--- src/rtl/load_store_unit_pkg.sv ---
// Shared encodings for the load/store unit: access widths and controller states.
package load_store_unit_pkg;

  localparam logic [1:0] WIDTH_BYTE = 2'd0;
  localparam logic [1:0] WIDTH_HALF = 2'd1;
  localparam logic [1:0] WIDTH_WORD = 2'd2;

  typedef enum logic [1:0] {
    ST_IDLE = 2'd0,
    ST_REQ  = 2'd1,
    ST_WAIT = 2'd2,
    ST_RESP = 2'd3
  } lsu_state_e;

endpackage

--- src/rtl/load_store_unit_align.sv ---
// Lane steering for the load/store unit: byte enables, store-lane replication
// and load byte/half extraction with sign or zero extension.
module lsu_align
  import load_store_unit_pkg::*;
(
  input  logic [1:0]  width,
  input  logic        is_unsigned,
  input  logic [1:0]  offset,
  input  logic [31:0] store_data,
  input  logic [31:0] load_word,
  output logic [3:0]  be,
  output logic [31:0] wdata,
  output logic [31:0] load_data
);

  logic [7:0]  byte_sel;
  logic [15:0] half_sel;

  // Select the addressed byte and half word out of the returned word.
  always_comb begin
    byte_sel = load_word[7:0];
    case (offset)
      2'd1:    byte_sel = load_word[15:8];
      2'd2:    byte_sel = load_word[23:16];
      2'd3:    byte_sel = load_word[31:24];
      default: byte_sel = load_word[7:0];
    endcase
    half_sel = offset[1] ? load_word[31:16] : load_word[15:0];
  end

  // Width-dependent enables, store replication and load extension.
  always_comb begin
    be        = '0;
    wdata     = store_data;
    load_data = '0;
    case (width)
      WIDTH_BYTE: begin
        be        = 4'b0001 << offset;
        wdata     = {4{store_data[7:0]}};
        load_data = {{24{~is_unsigned & byte_sel[7]}}, byte_sel};
      end
      WIDTH_HALF: begin
        be        = 4'b0011 << offset;
        wdata     = {2{store_data[15:0]}};
        load_data = {{16{~is_unsigned & half_sel[15]}}, half_sel};
      end
      WIDTH_WORD: begin
        be        = 4'b1111;
        load_data = load_word;
      end
      default: begin
        be        = '0;
        load_data = '0;
      end
    endcase
  end

endmodule

--- src/rtl/load_store_unit.sv ---
// Load/store unit: accepts one core access at a time, issues it to a
// grant/rvalid memory port, and returns a one-cycle completion pulse.
module load_store_unit #(
  parameter int unsigned TIMEOUT = 255
) (
  input  logic        clk,
  input  logic        rst_n,
  input  logic        req_valid,
  output logic        req_ready,
  input  logic        req_we,
  input  logic [1:0]  req_width,
  input  logic        req_unsigned,
  input  logic [31:0] req_addr,
  input  logic [31:0] req_wdata,
  output logic        rsp_valid,
  output logic [31:0] rsp_rdata,
  output logic        rsp_err,
  output logic        mem_req,
  output logic        mem_we,
  output logic [31:0] mem_addr,
  output logic [3:0]  mem_be,
  output logic [31:0] mem_wdata,
  input  logic        mem_gnt,
  input  logic        mem_rvalid,
  input  logic [31:0] mem_rdata
);
  import load_store_unit_pkg::*;

  lsu_state_e  state_q, state_d;
  logic [15:0] cnt_q;
  logic        we_q, unsigned_q, err_q;
  logic [1:0]  width_q;
  logic [31:0] addr_q, wdata_q, rdata_q;

  logic        bad_req, timeout_hit;
  logic [3:0]  align_be;
  logic [31:0] align_wdata, align_load;

  assign bad_req = (req_width == 2'd3) ||
                   ((req_width == WIDTH_HALF) && req_addr[0]) ||
                   ((req_width == WIDTH_WORD) && (req_addr[1:0] != 2'b00));

  // Counter starts at 0 on entry, so the limit is hit after TIMEOUT cycles.
  assign timeout_hit = (cnt_q == 16'(TIMEOUT - 1));

  lsu_align u_align (
    .width       (width_q),
    .is_unsigned (unsigned_q),
    .offset      (addr_q[1:0]),
    .store_data  (wdata_q),
    .load_word   (mem_rdata),
    .be          (align_be),
    .wdata       (align_wdata),
    .load_data   (align_load)
  );

  assign req_ready = (state_q == ST_IDLE);
  assign mem_req   = (state_q == ST_REQ);
  assign mem_we    = mem_req & we_q;
  assign mem_be    = mem_req ? align_be : '0;
  assign mem_addr  = {addr_q[31:2], 2'b00};
  assign mem_wdata = align_wdata;
  assign rsp_valid = (state_q == ST_RESP);
  assign rsp_err   = rsp_valid & err_q;
  assign rsp_rdata = rdata_q;

  // Controller state register.
  always_ff @(posedge clk or negedge rst_n) begin
    if (!rst_n) state_q <= ST_IDLE;
    else        state_q <= state_d;
  end

  // Next-state logic; grant and read data take priority over a timeout.
  always_comb begin
    state_d = state_q;
    case (state_q)
      ST_IDLE: if (req_valid) state_d = bad_req ? ST_RESP : ST_REQ;
      ST_REQ: begin
        if (mem_gnt)          state_d = we_q ? ST_RESP : ST_WAIT;
        else if (timeout_hit) state_d = ST_RESP;
      end
      ST_WAIT: if (mem_rvalid || timeout_hit) state_d = ST_RESP;
      ST_RESP: state_d = ST_IDLE;
      default: state_d = ST_IDLE;
    endcase
  end

  // Captured request fields, wait counter and load result.
  always_ff @(posedge clk or negedge rst_n) begin
    if (!rst_n) begin
      cnt_q      <= '0;
      we_q       <= 1'b0;
      unsigned_q <= 1'b0;
      err_q      <= 1'b0;
      width_q    <= '0;
      addr_q     <= '0;
      wdata_q    <= '0;
      rdata_q    <= '0;
    end else begin
      case (state_q)
        ST_IDLE: begin
          if (req_valid) begin
            we_q       <= req_we;
            unsigned_q <= req_unsigned;
            width_q    <= req_width;
            addr_q     <= req_addr;
            wdata_q    <= req_wdata;
            err_q      <= bad_req;
            rdata_q    <= '0;
            cnt_q      <= '0;
          end
        end
        ST_REQ: begin
          if (mem_gnt)          cnt_q <= '0;
          else if (timeout_hit) err_q <= 1'b1;
          else                  cnt_q <= cnt_q + 16'd1;
        end
        ST_WAIT: begin
          if (mem_rvalid)       rdata_q <= align_load;
          else if (timeout_hit) err_q   <= 1'b1;
          else                  cnt_q   <= cnt_q + 16'd1;
        end
        default: ;
      endcase
    end
  end

endmodule

--- config.mk ---
export PLATFORM = sky130hd
export DESIGN_NAME = load_store_unit
export DESIGN_NICKNAME = d
export VERILOG_FILES = /design/src/rtl/load_store_unit_pkg.sv /design/src/rtl/load_store_unit_align.sv /design/src/rtl/load_store_unit.sv
export SDC_FILE = /design/constraint.sdc
export NUM_CORES = 1
export LEC_CHECK = 0
export CAP_MARGIN = 5
export CORE_AREA = 2 2 127 129
export DETAILED_ROUTE_END_ITERATION = 8
export DIE_AREA = 0 0 129 131
export PLACE_DENSITY = 0.88
export SLEW_MARGIN = 25
export SYNTH_ARGS = -nofsm -noshare
export SYNTH_HDL_FRONTEND = slang
export SYNTH_HIERARCHICAL = 1
export SYNTH_SLANG_ARGS = --single-unit
export TNS_END_PERCENT = 30
--- constraint.sdc ---
create_clock -name clk -period 2.15 [get_ports clk]
set_input_delay 0.215 -clock clk [delete_from_list [all_inputs] [get_ports clk]]
set_output_delay 0.215 -clock clk [all_outputs]
set_load 0.01 [all_outputs]
==> impl_metrics.yaml, run 1 <==
outcome:
  status: "completed"
run:
  drv_cap: 0
global_routing:
  overflow: 0
  grt_pass1_wl_um: 27300
  antenna_found_initial: 0
  grt_max_degree: 65
  track_usage: 0.208
  grt_pass1_vias: 5472
setup_path:
  r2r_slack_ns: 0.06
  cp.required_ns: 1.93
  crit_path_end_kind: "output port"
  cp_top_family: "buffers and inverters"
  arrival_ns: 1.90
  crit_path_cell_trace: "buf_4 > nor2_4 > buf_12 > mux2_2 > dlygate4sd2_1"
  critPathKind: "flop to output port"
  crit_fanout: 9
  crit_path_max_incr_delay_ns: 0.45
  critPathSlowestCell: "dfrtp_2"
  worst_setup_path_start_kind: "flop"
  crit_buf_inv: 3
finish:
  antennaDiodeCount: 0
  nFillCells: 1270
  area_growth_pct: 43.3
  nets: 938
  drive_gt1_frac: 0.221
  finalInstanceArea_um2: 9440
  fin_cells: 1054
sta:
  slew_headroom: 0.621
  finalCritPeriodShare: 0.981
  tns_ns: 0
  finalSetupViolations: 0
  tightestPinTransition_ns: 0.564
  finalCriticalPeriod_ns: 2.11
  clock.fmax_ghz: 0.474
  slew_violations: 0
  setup_slack_ns: 0.0399
  hold_viol: 0
  finClkSkew_ns: 0.0122
clock_network:
  cts-htree-levels: 4
  cts_sinks: 119
  path_clk_slew_ns: 0.05
  clk_latency_ns: 0.41
  cts_tree: "yes"
  clockRootBuffer: "clkbuf_16"
  clockBufferDepth: 2
  cts_buffers: 17
synth:
  synth.top_cells.by_area: "dfrtp_1 45%, mux2_2 15%, nand2_1 5.5%"
  postSynthCellCount: 642
  synth.largest_area_cell: "dfrtp_1"
  synth.distinct_cells: 58
  yosysSeqAreaShare: 0.452
  post-synth-top-area-fraction: 0.452
  synth_area_per_cell_um2: 10.3
  netlist_top_cells_count: "119 x dfrtp_1, 96 x nand2_1, 85 x mux2_2"
  yosysMostFrequentCell: "dfrtp_1"
  ys_ff_latch: 119
  ys.warnings.count: 6
  ys_async_sr_fraction: 1.00
  syn_area_um2: 6590
  ys.flop_type: "dfrtp_1"
  synth_edf_count: 0
placement:
  hpwl_um: 12500
  gp_congestion: 0.849
  portBuffers: 207
  dp.cells: 1012
  dpl_cell_area_um2: 8730
  dp_slack_ns: 0.0808
drt:
  detail_route.first_pass.iterations: 6
  viasPerCell: 5.20
  ant_nets: 0
  dr.first_iter.drc_count: 469
  wl_per_cell_um: 16.5
  routed_wl_um: 17400
  drc_errors: 0
  num_vias: 5478
floorplan:
  pin_count: 210
  core_um2: 15600
  start_util: 0.422
  die_y_um: 131
  die_area_um2: 16900
  die_w_um: 129
  rows: 46
min_path:
  min_path_type: "primary input to asynchronous set/reset pin"
power:
  peakVddDrop_v: 0.000799
  power.density_nw_per_um2: 1510
  report.power.total_mw: 14.3
  p_leak_nw: 3.91
## final timing paths
check / from / endpoint / cells after the start
setup / recovery: width_q[0] / mem_wdata[11] / 5
hold / removal: rst_n / addr_q[8] / 2
setup reg to reg: cnt_q[10] / err_q / 4
hold reg to reg: rsp_rdata[20] / rsp_rdata[20] / 2
max in group asynchronous: rst_n / cnt_q[10] / 3
min in group clk: req_wdata[8] / wdata_q[8] / 2
## sequential cells by signal (all words and copies together) (netlist names)
register	cells
we_q	1
cnt_q	16
addr_q	32
unsigned_q	1
wdata_q	32
err_q	1
state_q	2
width_q	2
rsp_rdata	32
## per-layer routing
layer | routed length, um | global-route usage
met5 | 0 | 0
met4 | 362 | 0.0876
met3 | 1240 | 0.0623
met2 | 8690 | 0.358
met1 | 7090 | 0.244
## stage by stage
step / utilization / hold slack, ns
final: 0.605 / 0.324
after global routing: 0.605 / 0.378
after CTS: 0.600 / 0.330
after detailed placement: 0.560 / 0.225
after global placement: 0.560 / 0.218
after floorplan: - / -0.0806
## logic make-up (layout without fill, tap and decap cells)
logic type,Yosys count,count (layout),synth area share
compound gates,138,138,0.131
fa+ha+maj,6,6,0.0114
flops,119,119,0.452
buf+inv,90,285,0.0806
mux,105,105,0.179
other cells,1,2,0.000569
simple gates,183,183,0.145
## layout make-up
class | instances | area [um^2] | area share
well taps | 216 | 270 | 0.0286
repair buffers | 247 | 2500 | 0.265
flip-flops and latches | 119 | 2980 | 0.316
clock inverters | 9 | 78.8 | 0.00835
multi-input cells | 434 | 3120 | 0.330
clock buffers | 21 | 460 | 0.0488
inverters | 8 | 30.0 | 0.00318
## cell usage in the layout (no fill, tap or decap), drive strengths merged, types with 11 or more instances in the layout
| master | n |
|---|---|
| a21oi | 27 |
| buf | 40 |
| o21ai | 66 |
| or4 | 11 |
| dfrtp | 119 |
| clkdlybuf4s50 | 190 |
| nand2 | 96 |
| mux2 | 87 |
| clkbuf | 21 |
| mux2i | 18 |
| nand2b | 17 |
## power by group
group / leakage [nW] / internal (mW) / total, mW / switching (mW)
clock network: 0.264 / 1.62 / 2.62 / 0.994
registers: 1.49 / 3.24 / 3.90 / 0.657
logic: 2.16 / 4.21 / 7.74 / 3.53
total: 3.91 / 9.08 / 14.3 / 5.18
## timing repair
item / in CTS / in global routing
pin swaps: 1 / 2
hold buffers: 1 / 0
endpoints found under the setup margin: 24 / 63
hold endpoints to repair: 35 / 0
buffers inserted: 6 / 5
resized for setup: 17 / 22
Note: power is estimated with default switching activity, not from simulation.
==> run 2, diff against run 1 <==
--- a/config.mk
+++ b/config.mk
@@ -5,10 +5,11 @@
 export SDC_FILE = /design/constraint.sdc
 export NUM_CORES = 1
 export LEC_CHECK = 0
-export CAP_MARGIN = 5
+export CAP_MARGIN = 20
 export CORE_AREA = 2 2 127 129
 export DETAILED_ROUTE_END_ITERATION = 8
 export DIE_AREA = 0 0 129 131
+export MAX_ROUTING_LAYER = met4
 export PLACE_DENSITY = 0.88
 export SLEW_MARGIN = 25
 export SYNTH_ARGS = -nofsm -noshare
==> impl_metrics.yaml, run 2 (synthesis gave the netlist of run 1 again) <==
power:
  peakVddDrop_v: 0.000801
  p_int_mw: 9.07
  netSwitchingPower_mw: 5.18
  combPwrFrac: 0.543
  pwr-share-seq: 0.274
  swShare: 0.364
  p_clk_frac: 0.184
  power.density_nw_per_um2: 1510
  p_leak_nw: 3.91
drt:
  viasPerCell: 5.21
  routed_wl_um: 17400
  ant_nets: 0
  num_vias: 5488
  detail_route.first_pass.iterations: 5
  drc_errors: 0
  wl_per_cell_um: 16.5
  dr.first_iter.drc_count: 481
sta:
  finClkSkew_ns: 0.00818
  hold_viol: 0
  clock.fmax_ghz: 0.476
  finalCritPeriodShare: 0.977
  finalSetupViolations: 0
  finalCriticalPeriod_ns: 2.10
  slew_violations: 0
  setup_slack_ns: 0.0485
  slew_headroom: 0.617
  tightestPinTransition_ns: 0.571
setup_path:
  worst_r2r_startpoint: "cnt_q[10]"
  crit_path_max_incr_delay_ns: 0.45
  cp_top_family: "buffers and inverters"
  crit_path_cell_trace: "buf_4 > nor2_4 > buf_12 > mux2_2 > dlygate4sd2_1"
  crit_buf_inv: 3
  crit_path_end_kind: "output port"
  cp.required_ns: 1.93
  crit_fanout: 9
  critPathSlowestCell: "dfrtp_2"
  cp.depth: 5
  reg2reg_to: "err_q"
  r2r_slack_ns: 0.06
  worst_r2r_path_depth: 4
  critPathKind: "flop to output port"
  worst_setup_path_start_kind: "flop"
  arrival_ns: 1.89
clock_network:
  cts_tree: "yes"
  clockRootBuffer: "clkbuf_16"
  cts_sinks: 119
  clockBufferDepth: 2
  cts-htree-levels: 4
  path_clk_slew_ns: 0.05
  clk_latency_ns: 0.41
  cts_buffers: 17
floorplan:
  core_um2: 15600
  start_util: 0.422
  rows: 46
  pin_count: 210
  die_y_um: 131
  die_w_um: 129
  die_area_um2: 16900
finish:
  drive_gt1_frac: 0.221
  nets: 938
  area_growth_pct: 43.2
  finalInstanceArea_um2: 9430
  layout_commonest_cell: "clkdlybuf4s50_1"
  utilization: 0.605
  antennaDiodeCount: 0
  layout_common_cells: "190 x clkdlybuf4s50_1, 114 x dfrtp_1, 95 x nand2_1, 85 x mux2_2, 48 x o21ai_0"
placement:
  dpl_cell_area_um2: 8730
  hpwl_um: 12500
  gp_congestion: 0.863
  portBuffers: 207
  dp_slack_ns: 0.0808
global_routing:
  overflow: 0
  grt_pass1_wl_um: 27300
  antenna_found_initial: 0
  grt_max_degree: 65
  grt_pass1_vias: 5477
  track_usage: 0.215
outcome:
  status: "completed"
min_path:
  min_path_type: "primary input to asynchronous set/reset pin"
run:
  drv_cap: 0
## run 2: cell types whose count changed in the layout (fill, tap and decap cells not counted), sizes merged
cell and delta:
dlygate4sd2 +2, clkdlybuf4s15 -2
## run 2: routing by layer
| layer | share of wire | vias to the layer above | global-route usage |
|---|---|---|---|
| met2 | 0.50 | 204 | 0.357 |
| met3 | 0.061 | 35 | 0.0489 |
| met1 | 0.42 | 2631 | 0.252 |
| met4 | 0.021 | 0 | 0.0953 |
| li1 | - | 2618 | - |
| met5 | 0 | - | - |
## run 2: cell type report
type / instances / area [um^2]
well taps: 216 / 270
clock inverters: 9 / 78.8
clock buffers: 21 / 460
multi-input cells: 434 / 3120
fillers: 1273 / 6160
repair buffers: 247 / 2490
flip-flops and latches: 119 / 2980
inverters: 8 / 30.0
## run 2: power groups by stage
stage          sequential, mW  combinational [mW]  clock [mW]
4_1_cts                  3.91                7.70        2.68
5_1_grt                  4.02                8.39        2.79
2_1_floorplan            3.86                4.63           0
3_5_place_dp             3.96                7.60           0
6_report                 3.90                7.74        2.62
3_3_place_gp             3.89                7.47           0
## run 2: worst register-to-register path, stage by stage (launching register included)
cell     delay, ns
dfrtp_2       0.44
or4_4         0.57
or4_1         0.54
a221o_1       0.34
a21oi_2       0.14
## run 2: timing repair
item	in CTS	in global routing
hold endpoints to repair	35	0
setup endpoints to repair	24	61
buffers inserted	6	5
pin swaps	1	2
resized for setup	17	20
hold buffers	1	0
## run 2: how the worst max path moves through the flow
stage,slack [ns],end,from
6_report,0.05,mem_wdata[11],width_q[0]
5_1_grt,-0.02,cnt_q[12],state_q[0]
4_1_cts,-0.05,mem_be[2],width_q[1]
3_5_place_dp,0.08,cnt_q[12],state_q[0]
3_3_place_gp,0.13,cnt_q[12],req_valid
2_1_floorplan,0.03,cnt_q[12],state_q[0]
## run 2: metrics by stage
step	hold slack (ns)	instances	setup TNS [ns]	total power, mW
final	0.325	1054	0	14.3
after global placement	0.218	1012	0	11.4
after detailed placement	0.225	1012	0	11.6
after global routing	0.378	1054	-0.0516	15.2
after CTS	0.330	1049	-0.0927	14.3
after floorplan	-0.0806	643	0	8.50
